$ cat config.mk
export PLATFORM = sky130hd
export DESIGN_NAME = spi_frame_uart_tx
export DESIGN_NICKNAME = d
export VERILOG_FILES = /design/src/rtl/spi_frame_uart_tx.sv
export SDC_FILE = /design/constraint.sdc
export NUM_CORES = 1
export LEC_CHECK = 0
export CORE_ASPECT_RATIO = 0.6
export CORE_MARGIN = 2
export CORE_UTILIZATION = 45
export CTS_CLUSTER_DIAMETER = 120
export CTS_CLUSTER_SIZE = 20
export DETAILED_ROUTE_END_ITERATION = 8
export PLACE_DENSITY_LB_ADDON = 0.08
export SLEW_MARGIN = 20
export SYNTH_ARGS = -nofsm -noshare
export SYNTH_HDL_FRONTEND = slang
export SYNTH_SLANG_ARGS = --single-unit
$ cat constraint.sdc
create_clock -name clk -period 2.7 [get_ports clk]
set_clock_uncertainty 0.2 [all_clocks]
set_input_delay 0.27 -clock clk [delete_from_list [all_inputs] [get_ports clk]]
set_output_delay 0.27 -clock clk [all_outputs]
set_load 0.01 [all_outputs]
$ cat src/rtl/spi_frame_uart_tx.sv
// Frame FIFO plus 8N1 UART serialiser for 16-bit SPI frames.
// Each frame leaves as [HEADER], frame[15:8], frame[7:0] with a sticky overflow flag for dropped frames.
module spi_frame_uart_tx #(
    parameter int          CLOCK_FREQ = 10000000,
    parameter int          BAUD_RATE  = 9600,
    parameter int          FIFO_DEPTH = 4,
    parameter int          HEADER_EN  = 1,
    parameter logic [7:0]  HEADER     = 8'hA5
) (
    input  logic                          clk,
    input  logic                          rst,
    input  logic [15:0]                   frame_data,
    input  logic                          frame_valid,
    input  logic                          clr_overflow,
    output logic                          tx,
    output logic                          busy,
    output logic [$clog2(FIFO_DEPTH):0]   fifo_count,
    output logic                          overflow
);

    localparam int CLKS_PER_BIT = CLOCK_FREQ / BAUD_RATE;
    localparam int BW           = (CLKS_PER_BIT > 1) ? $clog2(CLKS_PER_BIT) : 1;
    localparam int PW           = $clog2(FIFO_DEPTH);
    localparam int CW           = PW + 1;

    localparam logic [BW-1:0] BAUD_LAST = BW'(CLKS_PER_BIT - 1);
    localparam logic [CW-1:0] DEPTH_C   = CW'(FIFO_DEPTH);
    localparam logic [1:0]    LAST_BYTE = (HEADER_EN != 0) ? 2'd2 : 2'd1;
    localparam logic [1:0]    SEL_OFS   = (HEADER_EN != 0) ? 2'd0 : 2'd1;

    typedef enum logic [2:0] {
        S_IDLE,
        S_LOAD,
        S_START,
        S_DATA,
        S_STOP
    } state_t;

    logic [15:0]   mem_q [FIFO_DEPTH];
    logic [PW-1:0] wr_ptr_q, rd_ptr_q;
    logic [CW-1:0] count_q;
    logic          ovf_q;

    state_t        state_q, state_d;
    logic [BW-1:0] baud_q, baud_d;
    logic [2:0]    bit_q, bit_d;
    logic [1:0]    byte_q, byte_d;
    logic [15:0]   shadow_q, shadow_d;

    logic          pop;
    logic          push;
    logic [1:0]    byte_sel;
    logic [7:0]    cur_byte;
    logic          baud_done;

    // A frame arriving on a full FIFO is still accepted when the head leaves in the same cycle.
    assign pop  = (state_q == S_IDLE) && (count_q != '0);
    assign push = frame_valid && ((count_q != DEPTH_C) || pop);

    always_ff @(posedge clk or posedge rst) begin
        if (rst) begin
            wr_ptr_q <= '0;
            rd_ptr_q <= '0;
            count_q  <= '0;
            ovf_q    <= 1'b0;
        end else begin
            if (push) begin
                wr_ptr_q <= wr_ptr_q + 1'b1;
            end
            if (pop) begin
                rd_ptr_q <= rd_ptr_q + 1'b1;
            end
            case ({push, pop})
                2'b10:   count_q <= count_q + 1'b1;
                2'b01:   count_q <= count_q - 1'b1;
                default: count_q <= count_q;
            endcase
            if (frame_valid && !push) begin
                ovf_q <= 1'b1;
            end else if (clr_overflow) begin
                ovf_q <= 1'b0;
            end
        end
    end

    always_ff @(posedge clk) begin
        if (push) begin
            mem_q[wr_ptr_q] <= frame_data;
        end
    end

    always_ff @(posedge clk or posedge rst) begin
        if (rst) begin
            state_q  <= S_IDLE;
            baud_q   <= '0;
            bit_q    <= '0;
            byte_q   <= '0;
            shadow_q <= '0;
        end else begin
            state_q  <= state_d;
            baud_q   <= baud_d;
            bit_q    <= bit_d;
            byte_q   <= byte_d;
            shadow_q <= shadow_d;
        end
    end

    assign baud_done = (baud_q == BAUD_LAST);
    assign byte_sel  = byte_q + SEL_OFS;

    always_comb begin
        cur_byte = shadow_q[7:0];
        case (byte_sel)
            2'd0:    cur_byte = HEADER;
            2'd1:    cur_byte = shadow_q[15:8];
            default: cur_byte = shadow_q[7:0];
        endcase
    end

    always_comb begin
        state_d  = state_q;
        baud_d   = baud_q;
        bit_d    = bit_q;
        byte_d   = byte_q;
        shadow_d = shadow_q;
        case (state_q)
            S_IDLE: begin
                if (pop) begin
                    shadow_d = mem_q[rd_ptr_q];
                    state_d  = S_LOAD;
                end
            end
            S_LOAD: begin
                byte_d  = '0;
                bit_d   = '0;
                baud_d  = '0;
                state_d = S_START;
            end
            S_START: begin
                if (baud_done) begin
                    baud_d  = '0;
                    bit_d   = '0;
                    state_d = S_DATA;
                end else begin
                    baud_d = baud_q + 1'b1;
                end
            end
            S_DATA: begin
                if (baud_done) begin
                    baud_d = '0;
                    if (bit_q == 3'd7) begin
                        state_d = S_STOP;
                    end else begin
                        bit_d = bit_q + 1'b1;
                    end
                end else begin
                    baud_d = baud_q + 1'b1;
                end
            end
            S_STOP: begin
                if (baud_done) begin
                    baud_d = '0;
                    if (byte_q == LAST_BYTE) begin
                        state_d = S_IDLE;
                    end else begin
                        byte_d  = byte_q + 1'b1;
                        state_d = S_START;
                    end
                end else begin
                    baud_d = baud_q + 1'b1;
                end
            end
            default: begin
                state_d = S_IDLE;
            end
        endcase
    end

    // tx decodes straight from state so an async reset forces the line high at once.
    always_comb begin
        tx = 1'b1;
        case (state_q)
            S_START: tx = 1'b0;
            S_DATA:  tx = cur_byte[bit_q];
            default: tx = 1'b1;
        endcase
    end

    // busy spans the pop cycle and drops on the final cycle of the last stop bit, giving a frame-length window.
    assign busy = (state_q != S_IDLE) &&
                  !((state_q == S_STOP) && (byte_q == LAST_BYTE) && baud_done);

    assign fifo_count = count_q;
    assign overflow   = ovf_q;

endmodule

==> out/metrics.sh <==
WORSTMARGINPINSLEW_PS=695
TOTALWIRELENGTH_UM=9050
LAYOUT-DRIVE-GT1-SHARE_PCT=24.1
CP_DATA_REQUIRED_TIME_PS=2230
CLOCK_POWER_SHARE_PCT=24.5
PWR-SHARE-COMB_PCT=30.8
CLOCK.FMAX_MHz=385
POSTSYNTHCELLCOUNT=313
PLACEABLECOREAREA_UM2=10100
NETLIST.TOP_CELL.BY_AREA='edfxtp_1'
DETAILEDPLACEMENTHPWL_UM=6370
YS.FLOP_TYPE='edfxtp_1'
GP_CONGESTION=0.881
DRT-INITIAL-DRC-COUNT=175
FLOORPLAN.IO_PINS=26
NET_SWITCHING_POWER_mW=1.72
TRITONROUTE_PASS_1_ITERS=4
OUTCOME='complete, no violations'
FP.DIEAREA_UM2=11400
SYNTHARSTFLOPSHARE_PCT=40.2
SETUP-TNS-FINAL_PS=0
YOSYS_WARNINGS=0
GRT_FIRST_PASS_WIRELENGTH_UM=15000
TOTAL_SETUP_VIOLATIONS_REPORTED_AT_THE_END_OF_THE_FLOW=0
WORSTSKEWPAIRLATENCY_PS=350
SLEW-LIMIT-HEADROOM_PCT=53.4
SEQUENTIALPOWERSHARE_PCT=44.7
FIN_HOLD_WS_PS=45.1
DIE_Y_UM=83.6
BUFFER_PORTS.INSERTED=25
FINAL_CELL_AREA_UM2=5640
IR_WORST_VDD_V=0.000385
NET_COUNT_REPORTED_AT_FINISH=392
GLOBALROUTEOVERFLOWTOTAL=0
CTS_TREE='done'
WORST_SETUP_PATH_START_KIND='register'
CLKSLEWWORSTSETUPHOLDPATHS_PS=70
MAXCAP_VIOL_COUNT=0
ROUTE.VIAS.TOTAL=2751
AREA.GROWTH.SYNTH_TO_FINAL_PCT=18.7
FINALHOLDVIOLATIONS=0
SYNTH_ENABLE_FLOP_CELLS=64
GRT_ANTENNA_BEFORE_REPAIR=0
SWSHARE_PCT=31.3
MOST_FREQUENT_STANDARD_CELL_IN_THE_LAYOUT_EXCLUDING_FILL_AND_TAP_CELLS='edfxtp_1'
POST-ROUTE-MIN-PERIOD_PS=2600
FP.DIEW_UM=137
MAPPED_AVG_CELL_AREA_UM2=15.2
CRITICAL_PATH.REG2REG.ENDPOINT='fifo_count[2]'
YS_TOP_CELLS_BY_AREA='edfxtp_1 40%, dfrtp_1 23%, mux4_2 7.6%, mux2_2 4.3%, ha_1 2.9%'
LAYOUT_WORST_PATH_CYCLE_SHARE_PCT=96.2
SLEW_VIOLATIONS=0
N_ANTENNA_CELL=0
GRT_TOTAL_USAGE_PCT=17.4
RR_STARTPOINT='state_q[2]'
YS_TYPES=54
SYNTH_LARGEST_TYPE_AREA_FRACTION_PCT=40.5
SETUP.WORST_PATH.CLASS='reg2out'
INTERNAL-POWER_mW=3.78
CELLPOWERDENSITY_nW_PER_UM2=976
CTS-HOLD-FIX-BUFFERS=0
FLOORPLAN.INITIALDENSITY_PCT=47.2
GRT_SETUP_UNREPAIRED='no'
CTSHTREEMAXLEVEL=3
SYN_NETS=345
CRIT_FANOUT=6
WORST_EP_ARRIVAL_TIME_PS=2130
LAYOUT_COMMON_CELLS='64 x edfxtp_1, 42 x dfrtp_1, 23 x clkdlybuf4s50_1'
CLK_PATH_BUF_DEPTH=2
DRC=0
CTS.SINK_COUNT=107
WORST_R2R_PATH_DEPTH=8
POST_DRT_WL_PER_CELL_UM=18.1
NUMBER_OF_CORE_ROWS=28
CRITPATHCAPTURETYPE='primary output'
P_LEAK_nW=2.07
MIN_PATH_TYPE='in2async'
REGTOREGSETUPSLACK_PS=450
DRT-VIAS-PER-INSTANCE=5.50
REMAINING_NUMBER_OF_NETS_FLAGGED_BY_THE_ANTENNA_CHECK_AFTER_ROUTING=0
FIRST_GLOBAL_VIAS=2797
SYNTH_SEQ_AREA_SHARE_PCT=63.1
SYNTH.FF_LATCH_COUNT=107
PLACE_AREA_UM2=5300
SYNTH.CELL_AREA_UM2=4750
TRITONCTS.NUM_BUFFERS=9
POST-LAYOUT-TOTAL-POWER_mW=5.50
CTS_ROOT_BUF='clkbuf_16'
LARGEST_NET_DEGREE_AT_THE_START_OF_GLOBAL_ROUTING=27
## worst max path at each step
| stage | startpoint | to | slack, ps |
|---|---|---|---|
| floorplan | state_q[2] | fifo_count[2] | 200 |
| global placement | byte_q[1] | tx | 80 |
| detailed placement | byte_q[1] | tx | 40 |
| CTS | byte_q[1] | tx | 10 |
| global route | byte_q[0] | tx | 10 |
| finish | byte_q[0] | tx | 100 |
## kinds of logic (layout without fill, tap and decap cells)
kind of cell / count (synthesis) / count (layout) / synth area share, %
flops: 107 / 107 / 63.1
mux: 40 / 40 / 13.1
fa+ha+maj: 12 / 12 / 3.32
xor+xnor: 9 / 9 / 1.66
simple gates: 70 / 70 / 9.22
buf+inv: 28 / 80 / 2.58
compound gates: 47 / 47 / 6.96
## critical path, cell delays in order (launching register included)
cell	delay, ps
dfrtp_1	440
ha_4	220
buf_4	150
a221o_1	340
a31oi_1	200
o221ai_2	140
dlygate4sd2_1	310
## Yosys cell counts, types with 2 or more instances
library cell	instances
o211ai_1	2
a221o_1	5
nor2_1	11
o21ai_0	11
nand4_1	10
a31oi_1	2
mux4_2	16
nor2b_1	2
nor4_1	2
o221ai_1	2
xnor2_1	5
and4_1	3
or3_1	4
clkbuf_1	4
nand2_1	11
o31ai_1	3
mux2i_1	6
or4_1	2
mux2_2	18
xor2_1	4
nand3_1	7
buf_2	5
a41oi_1	2
and2_1	7
ha_1	11
dfrtp_1	43
a21oi_1	9
nand2b_1	2
inv_1	16
edfxtp_1	64
## layout make-up
type / count / area [µm²]
Clock inverter: 7 / 85.1
Clock buffer: 9 / 225
Inverter: 16 / 60.1
Timing Repair Buffer: 48 / 445
Sequential cell: 107 / 3000
Tap cell: 135 / 169
Fill cell: 800 / 4420
Multi-Input combinational cell: 178 / 1650
## power by group through the flow
stage	Clock, mW	Sequential [mW]	Combinational, mW
finish	1.35	2.46	1.70
floorplan	0	2.38	1.19
global placement	0	2.48	1.70
global route	1.45	2.51	1.87
CTS	1.38	2.46	1.71
detailed placement	0	2.50	1.71
## per-layer routing
layer,GRT usage (%),routed length (µm)
met5,0,0
met4,4.26,68
met3,4.43,383
met2,22.9,3660
met1,28.2,4940
## per-stage QoR
| step | setup slack [ps] | instances | utilization (%) |
|---|---|---|---|
| finish | 102 | 500 | 56.1 |
| global route | 10.1 | 500 | 56.1 |
| CTS | 10.7 | 500 | 55.9 |
| detailed placement | 45.0 | 483 | 52.7 |
| global placement | 84.7 | 483 | 52.7 |
| floorplan | 200 | 313 | - |
## timing repair
item                                    4_1_cts  5_1_grt
buffers inserted                              1        0
pin swaps                                     1        0
endpoints found under the setup margin        2        1
gates resized for setup                       5        4
hold endpoints to repair                      0        0
## sequential cells by signal, summed over array words and instances, names as in the netlist
signal	count
bit_q	3
wr_ptr_q	2
rd_ptr_q	2
byte_q	2
state_q	3
shadow_q	16
mem_q	64
overflow	1
fifo_count	3
baud_q	11
Note: power is estimated with default switching activity, not from simulation.
